<file path="src/rtl/hamming_dec_engine.sv">
// SECDED decode engine: reads encoded 16-bit words from byte memory, corrects
// single-bit errors or flags double-bit errors, and writes the 16-bit results back.
module hamming_dec_engine #(
  parameter int NUM_WORDS = 15,
  parameter int SRC_BASE  = 30,
  parameter int DST_BASE  = 0
) (
  input  logic       clk,
  input  logic       reset,
  input  logic       start,
  input  logic [7:0] mem_rd_data,
  output logic [7:0] mem_addr,
  output logic       mem_wr_en,
  output logic [7:0] mem_wr_data,
  output logic       busy,
  output logic       done,
  output logic [3:0] single_cnt,
  output logic [3:0] double_cnt
);

  localparam int IW = (NUM_WORDS > 1) ? $clog2(NUM_WORDS) : 1;

  typedef enum logic [2:0] {
    S_IDLE, S_RD_LO, S_RD_HI, S_CAP, S_WR_LO, S_WR_HI, S_DONE
  } state_e;

  state_e        state_q, state_d;
  logic [IW-1:0] idx_q, idx_d;
  logic [15:0]   word_q, word_d;
  logic [3:0]    single_cnt_q, single_cnt_d;
  logic [3:0]    double_cnt_q, double_cnt_d;
  logic          busy_q, busy_d;
  logic          done_q, done_d;

  logic [7:0]  src_lo, dst_lo;
  logic [3:0]  syn;
  logic        par;
  logic [15:0] corr;
  logic [10:0] d_raw, d_cor;
  logic [15:0] result;
  logic        is_single, is_double;

  assign src_lo = 8'(SRC_BASE) + 8'({idx_q, 1'b0});
  assign dst_lo = 8'(DST_BASE) + 8'({idx_q, 1'b0});

  // Decode is purely combinational from the captured word.
  always_comb begin
    syn = 4'd0;
    for (int k = 1; k < 16; k++)
      if (word_q[k]) syn = syn ^ 4'(k);
    par  = ^word_q;
    corr = word_q;
    if (par && syn != 4'd0) corr[syn] = ~word_q[syn];
    d_raw = {word_q[15:9], word_q[7:5], word_q[3]};
    d_cor = {corr[15:9], corr[7:5], corr[3]};
    is_single = par;
    is_double = !par && (syn != 4'd0);
    if (is_single)      result = {5'b01000, d_cor};
    else if (is_double) result = {5'b10000, d_raw};
    else                result = {5'b00000, d_raw};
  end

  always_comb begin
    state_d      = state_q;
    idx_d        = idx_q;
    word_d       = word_q;
    single_cnt_d = single_cnt_q;
    double_cnt_d = double_cnt_q;
    busy_d       = busy_q;
    done_d       = done_q;
    mem_addr     = 8'd0;
    mem_wr_en    = 1'b0;
    mem_wr_data  = 8'd0;
    case (state_q)
      S_IDLE, S_DONE: begin
        if (start) begin
          state_d      = S_RD_LO;
          idx_d        = '0;
          single_cnt_d = 4'd0;
          double_cnt_d = 4'd0;
          done_d       = 1'b0;
          busy_d       = 1'b1;
        end else if (state_q == S_DONE) begin
          // done/busy are registered one cycle behind the DONE state entry
          done_d = 1'b1;
          busy_d = 1'b0;
        end
      end
      S_RD_LO: begin
        mem_addr = src_lo;
        state_d  = S_RD_HI;
      end
      S_RD_HI: begin
        word_d[7:0] = mem_rd_data;
        mem_addr    = src_lo + 8'd1;
        state_d     = S_CAP;
      end
      S_CAP: begin
        word_d[15:8] = mem_rd_data;
        state_d      = S_WR_LO;
      end
      S_WR_LO: begin
        mem_addr    = dst_lo;
        mem_wr_en   = 1'b1;
        mem_wr_data = result[7:0];
        state_d     = S_WR_HI;
      end
      S_WR_HI: begin
        mem_addr    = dst_lo + 8'd1;
        mem_wr_en   = 1'b1;
        mem_wr_data = result[15:8];
        if (is_single) single_cnt_d = single_cnt_q + 4'd1;
        if (is_double) double_cnt_d = double_cnt_q + 4'd1;
        if (idx_q == IW'(NUM_WORDS - 1)) begin
          state_d = S_DONE;
        end else begin
          idx_d   = idx_q + 1'b1;
          state_d = S_RD_LO;
        end
      end
      default: state_d = S_IDLE;
    endcase
  end

  always_ff @(posedge clk) begin
    if (reset) begin
      state_q      <= S_IDLE;
      idx_q        <= '0;
      word_q       <= 16'd0;
      single_cnt_q <= 4'd0;
      double_cnt_q <= 4'd0;
      busy_q       <= 1'b0;
      done_q       <= 1'b0;
    end else begin
      state_q      <= state_d;
      idx_q        <= idx_d;
      word_q       <= word_d;
      single_cnt_q <= single_cnt_d;
      double_cnt_q <= double_cnt_d;
      busy_q       <= busy_d;
      done_q       <= done_d;
    end
  end

  assign busy       = busy_q;
  assign done       = done_q;
  assign single_cnt = single_cnt_q;
  assign double_cnt = double_cnt_q;

endmodule

</file>
<file path="config.mk">
export PLATFORM = sky130hd
export DESIGN_NAME = hamming_dec_engine
export DESIGN_NICKNAME = d
export VERILOG_FILES = /design/src/rtl/hamming_dec_engine.sv
export SDC_FILE = /design/constraint.sdc
export NUM_CORES = 1
export LEC_CHECK = 0
export BUFFER_PORTS_ARGS = -buffer_cell sky130_fd_sc_hd__buf_2
export CORE_ASPECT_RATIO = 1.5
export CORE_MARGIN = 1.5
export CORE_UTILIZATION = 51
export CTS_CLUSTER_DIAMETER = 120
export DETAILED_ROUTE_END_ITERATION = 10
export GPL_TIMING_DRIVEN = 0
export HOLD_SLACK_MARGIN = 0.08
export PLACE_DENSITY = 0.79
export RECOVER_POWER = 100
export SYNTH_ARGS = -nofsm -noshare
export SYNTH_HDL_FRONTEND = slang
export SYNTH_SLANG_ARGS = --single-unit
</file>
<file path="constraint.sdc">
create_clock -name clk -period 4.05 [get_ports clk]
set_input_delay 0.405 -clock clk [delete_from_list [all_inputs] [get_ports clk]]
set_output_delay 0.405 -clock clk [all_outputs]
set_load 0.03 [all_outputs]
</file>
======== Word-level counts from Yosys, hierarchy flattened ========
Cells that the tools add are included.
operators by class
  add/subtract/negate cells ............... 6
  $lt $le $gt $ge ......................... 2
  eq/ne operators ......................... 11
  mux-type cells .......................... 40
  bitwise gates (word level) .............. 15
  reductions and logical operators ........ 15
operator list
  cell                                                                          count
  16-bit two-way mux                                                            3
  4-bit two-way mux                                                             12
  7-bit case mux with 4 select lines                                            1
  4-bit case mux with 2 select lines                                            3
  3-bit two-way mux                                                             6
  3-bit case mux with 6 select lines                                            1
  16-bit bitwise mux                                                            1
  8-bit case mux with 2 select lines                                            1
  16-bit XOR reduction                                                          1
  4-bit by 1-bit adder with 4-bit output, second input constant                 3
  2-bit inverter                                                                6
  3-bit inverter                                                                4
  3-bit equality test, second input constant                                    3
  3-bit AND reduction                                                           3
  1-bit two-way mux                                                             8
  2-bit inequality test, second input constant                                  4
  6-bit by 1-bit adder with 7-bit output, second input constant                 1
  5-bit by 1-bit adder with 6-bit output, second input constant                 1
  5-bit by 5-bit adder with 6-bit output, first input constant                  1
  3-bit by 2-bit equality test with 1-bit output, second input constant         2
  4-bit by 5-bit less-than comparator with 1-bit output, second input constant  1
  1-bit binary-select mux with 4-bit select                                     1
  1-bit demux with 4-bit select                                                 1
  4-bit equality test, second input constant                                    1
  other kinds (13)                                                              20
word-level totals
  bits in registers ....................... 33
  input bits .............................. 11
  output and inout bits ................... 27
  word-level logic and storage cells ...... 97

======== Depth between registers and ports, before layout ========
  word-level depth ........................ 34
  mapped depth ............................ 11
  gate-level depth less buffers ........... 9

======== Worst setup path after synthesis ========
OpenSTA, ideal clock, no wires.
  path type ............................... flip-flop to output port
  from .................................... reg word_q[11]
  to ...................................... out mem_wr_data[1]
  arrival ................................. 3.180 ns
  data required time ...................... 3.645 ns
  path slack .............................. 0.465 ns
  stages on the path, launching flop included .. 11
  path buffers ............................ 1
  path through ............................ dfxtp_1 xnor3_1 xnor3_2 xor2_1 mux2_2 a22oi_1 o211a_1 and2_4 buf_6 mux2i_1 a211oi_1
on the way
  longest elaborated chain between the ends .. 17
  elaborated cells between the ends (all ways) .. 24
  classes of those cells .................. order compare (2); mux (13); bitwise (5); reduce/logical (4)
RTL lines
  item                                                                                                                                                         line  RTL
  from (decl)                                                                                                                                                  29    logic [15:0] word_q, word_d;
  from (signal assigned)                                                                                                                                       137   word_q <= word_d;
  4-bit two-way mux                                                                                                                                            50    if (word_q[k]) syn = syn ^ 4'(k);
  2-bit inverter (no line)                                                                                                                                     n/a
  4-bit two-way mux                                                                                                                                            50
  3-bit inverter (no line)                                                                                                                                     n/a
  4-bit two-way mux                                                                                                                                            50
  3-bit inverter (no line)                                                                                                                                     n/a
  4-bit two-way mux                                                                                                                                            50
  4-bit inverter (no line)                                                                                                                                     n/a
  4-bit two-way mux                                                                                                                                            50
  4-bit by 5-bit less-than comparator with 1-bit output (implied by the code) or 4-bit by 1-bit greater-or-equal comparator with 1-bit output (tied branches)  53    if (par && syn != 4'd0) corr[syn] = ~word_q[syn];
  1-bit logical AND (implied by the code)                                                                                                                      53
  1-bit two-way mux (implied by the code)                                                                                                                      53
  1-bit demux with 4-bit select                                                                                                                                53
  16-bit bitwise mux                                                                                                                                           53
  16-bit two-way mux                                                                                                                                           53
  16-bit two-way mux (*)                                                                                                                                       58    if (is_single) result = {5'b01000, d_cor};
  8-bit case mux with 2 select lines (*)                                                                                                                       74    case (state_q)
  to (decl)                                                                                                                                                    14    output logic [7:0] mem_wr_data,
Mark *: on every way between the ends. The rest lies on a longest branch, timed or not. The select of a mux whose other input is x is not followed.

======== Worst setup path in the final report ========
Same ends and word-level chain as after synthesis.

==> flow_summary.json <==
{
  "setup_slack_ns": 0.168,
  "multi_input_area_sq_um": 1520,
  "area_growth_pct": 15.4,
  "ir_drop_v": 0.000452,
  "power.density_nw_per_um2": 425,
  "ys_ff_latch": 33,
  "clockBufferDepth": 2,
  "worstMarginPinSlew_ns": 0.929,
  "drt_pre_antenna_iters": 4,
  "die-area_sq_um": 4880,
  "yosysUniqueCellTypes": 42,
  "port_buffers": 34,
  "hpwl_um": 4320,
  "path_buf_inv": 2,
  "pre_cts_slack_ns": 0.477,
  "path_delay_family": "XOR/XNOR gates",
  "grt_pass1_vias": 2024,
  "startpoint_type": "flop",
  "drv_slew": 0,
  "hold_viol_final": 0,
  "htreeDepth": 2,
  "vias_per_cell": 5.73,
  "avgSynthCellArea_sq_um": 7.83,
  "critical_path.endpoint_type": "output pin",
  "cts_root_buffer": "clkbuf_8",
  "critical_path_class": "flop to output pin",
  "cts_hold_buf": 0,
  "setup_viol": 0,
  "synth_cells": 291,
  "n_antenna_cell": 0,
  "r2r_slack_ns": 0.85,
  "wirelength_um": 5550,
  "arrival_ns": 3.48,
  "cts_made_buffers": 5,
  "crit-reg2reg-launch": "word_q[15]",
  "syn_area_sq_um": 2280,
  "fp.dieW_um": 57.6,
  "postRouteAntennaNets": 0,
  "max_stage_delay_ns": 0.46,
  "power.leakage_nw": 0.962,
  "overflow": 0,
  "finalClockSkew_ns": 0.00561,
  "vias": 2177,
  "period_share_pct": 95.9,
  "fmaxAchievable_mhz": 258,
  "cts_tree": "yes",
  "grtUsageTotal_pct": 23.8,
  "drcViolationCount": 0,
  "worst_r2r_endpoint": "double_cnt[3]",
  "relSlewSlack_pct": 37.8,
  "initial_utilization_pct": 53.6,
  "drv_cap": 0,
  "core-area_sq_um": 4250,
  "hp-class": "input port to flop",
  "hold_path_depth": 3,
  "clock_sinks": 33,
  "period_minus_slack_ns": 3.88,
  "crit_required_ns": 3.64,
  "grt_max_degree": 12,
  "drive_gt1_share_pct": 11.7,
  "pin_count": 38,
  "regArea_sq_um": 661,
  "seq_area_frac_synth_pct": 29.0,
  "tns_ns": 0,
  "ff2ff_path_depth": 9,
  "worstHoldStart": "mem_rd_data[7]",
  "chipHeight_um": 84.8,
  "clk_latency_ns": 0.29,
  "clk_pin_slew_worst_paths_ns": 0.07,
  "hold_path_end": "word_q[7]",
  "fill_cells": 392,
  "drt_iter0_markers": 102,
  "yosysWarnings": 0,
  "rows": 29,
  "crit_chain": "xnor3_1 > xnor3_2 > xnor2_4 > mux2_2 > a22oi_1 > o211a_1 > and2_4 > buf_6 > mux2i_1 > a211oi_1 > buf_2",
  "rsz0062_at_grt": "no",
  "status": "finished, final reports clean",
  "grt_pass1_wl_um": 9030,
  "critPathMaxFanout": 10,
  "fin_nets": 350,
  "worstSetupStartpoint": "word_q[11]",
  "place_congestion": 0.892,
  "wl_per_cell_um": 14.6,
  "antenna_found_initial": 0,
  "critPathSlowestCell": "dfxtp_1"
}
==> logic make-up (layout without fill, tap and decap cells) <==
group                    count (synthesis)  after routing  share of synthesized area, %
other                                    1              2                         0.165
adder cells (fa/ha/maj)                  6              6                          3.30
AO/OA/AOI/OAI                           56             56                          15.7
flip-flops                              33             33                          29.0
AND/OR/NAND/NOR                        117            117                          22.6
buffers and inverters                   23             65                          4.62
multiplexers                            20             20                          9.01
XOR/XNOR                                35             35                          15.5
==> worst max-delay path by stage <==
stage / depth (start not counted) / to / slack, ns
floorplan: 10 / mem_wr_data[1] / 0.47
global placement: 11 / mem_wr_data[1] / 0.47
detailed placement: 11 / mem_wr_data[1] / 0.48
CTS: 11 / mem_wr_data[1] / 0.15
global route: 11 / mem_wr_data[1] / 0.008
finish: 11 / mem_wr_data[1] / 0.17
==> area by class of cell <==
cell class	count	share of cell area, %
plain buffers	15	2.86
multi-input cells	236	57.9
flip-flops and latches	33	25.1
clock inverters	3	2.48
inverters	8	1.14
repair buffers	34	5.66
clock buffers	5	2.62
well taps	46	2.19
==> Yosys cell counts (all sizes together) <==
master	count	area share, %
nand2b	2	0.55
mux2i	16	7.0
nor2b	3	0.82
a211oi	2	0.66
o31a	3	1.2
a21o	2	0.66
nand3	21	4.6
a221o	2	0.88
a311oi	1	0.38
o22a	1	0.38
mux2	4	2.0
buf	5	1.6
o22ai	4	1.1
and2	3	0.93
o211a	3	1.3
nand4	3	0.82
inv	8	1.3
o31ai	1	0.33
xnor3	2	2.0
dfxtp	33	29
or3	3	0.82
clkbuf	10	1.6
conb	1	0.16
a31o	2	0.77
a21oi	20	4.4
a22oi	2	0.66
nand2	42	6.9
o21ai	10	2.2
and3	1	0.27
nor3	6	1.3
xor2	9	3.5
or2	1	0.27
nor2	32	5.3
xnor2	24	10
ha	6	3.3
a31oi	3	0.82
==> power by group <==
part	total, mW	switching [mW]	leakage (nW)	internal, mW
Sequential	0.360	0.0200	0.267	0.339
Combinational	0.392	0.255	0.627	0.137
Clock	0.366	0.122	0.0681	0.244
==> worst register-to-register path, delay by kind of cell, from the launching register on <==
kind | cells | cell delay [ns]
XOR/XNOR | 4 | 1.23
flip-flops | 1 | 0.30
buffers and inverters | 1 | 0.17
AND/OR/NAND/NOR | 1 | 0.40
AO/OA/AOI/OAI | 3 | 1.05
==> routing by layer <==
| layer | part of all wire [%] | track usage, % | up-vias |
|---|---|---|---|
| met4 | 4.6 | 14.6 | 0 |
| met5 | 0 | 0 | - |
| li1 | - | - | 1085 |
| met1 | 40 | 26.2 | 1000 |
| met2 | 52 | 41.4 | 69 |
| met3 | 3.7 | 3.66 | 23 |
==> flip-flops by register name (all words and copies together) (netlist names) <==
signal / flops
busy: 1
done: 1
word_q: 16
idx_q: 4
single_cnt: 4
state_q: 3
double_cnt: 4
==> cell usage in the layout (no fill, tap or decap), drive strengths merged, types with 2 or more instances in the layout <==
cell type	count
nand2	42
clkbuf	37
dfxtp	33
nor2	32
xnor2	24
nand3	21
a21oi	20
buf	17
mux2i	16
o21ai	10
xor2	9
inv	8
nor3	6
ha	6
o22ai	4
mux2	4
a31oi	3
nor2b	3
or3	3
o211a	3
o31a	3
nand4	3
and2	3
a22oi	2
a221o	2
nand2b	2
a21o	2
a211oi	2
conb	2
bufinv	2
xnor3	2
a31o	2
==> per-stage QoR <==
stage          hold WS [ns]  std cells  power, mW  cell area [sq um]  utilization [%]
2_1_floorplan         0.462        292      0.668               2280                -
3_3_place_gp          0.446        372      0.752               2510             59.1
3_5_place_dp          0.447        372      0.757               2510             59.1
4_1_cts               0.362        380       1.12               2640             62.2
5_1_grt               0.385        380       1.17               2630             61.9
6_report              0.361        380       1.12               2630             61.9
==> what timing repair did <==
action | 4_1_cts | 5_1_grt
resized for setup | 0 | 1
buffers inserted | 0 | 0
hold endpoints to repair | 0 | 0
setup endpoints to repair | 0 | 1
No activity file was read; power rests on OpenSTA's default activity.
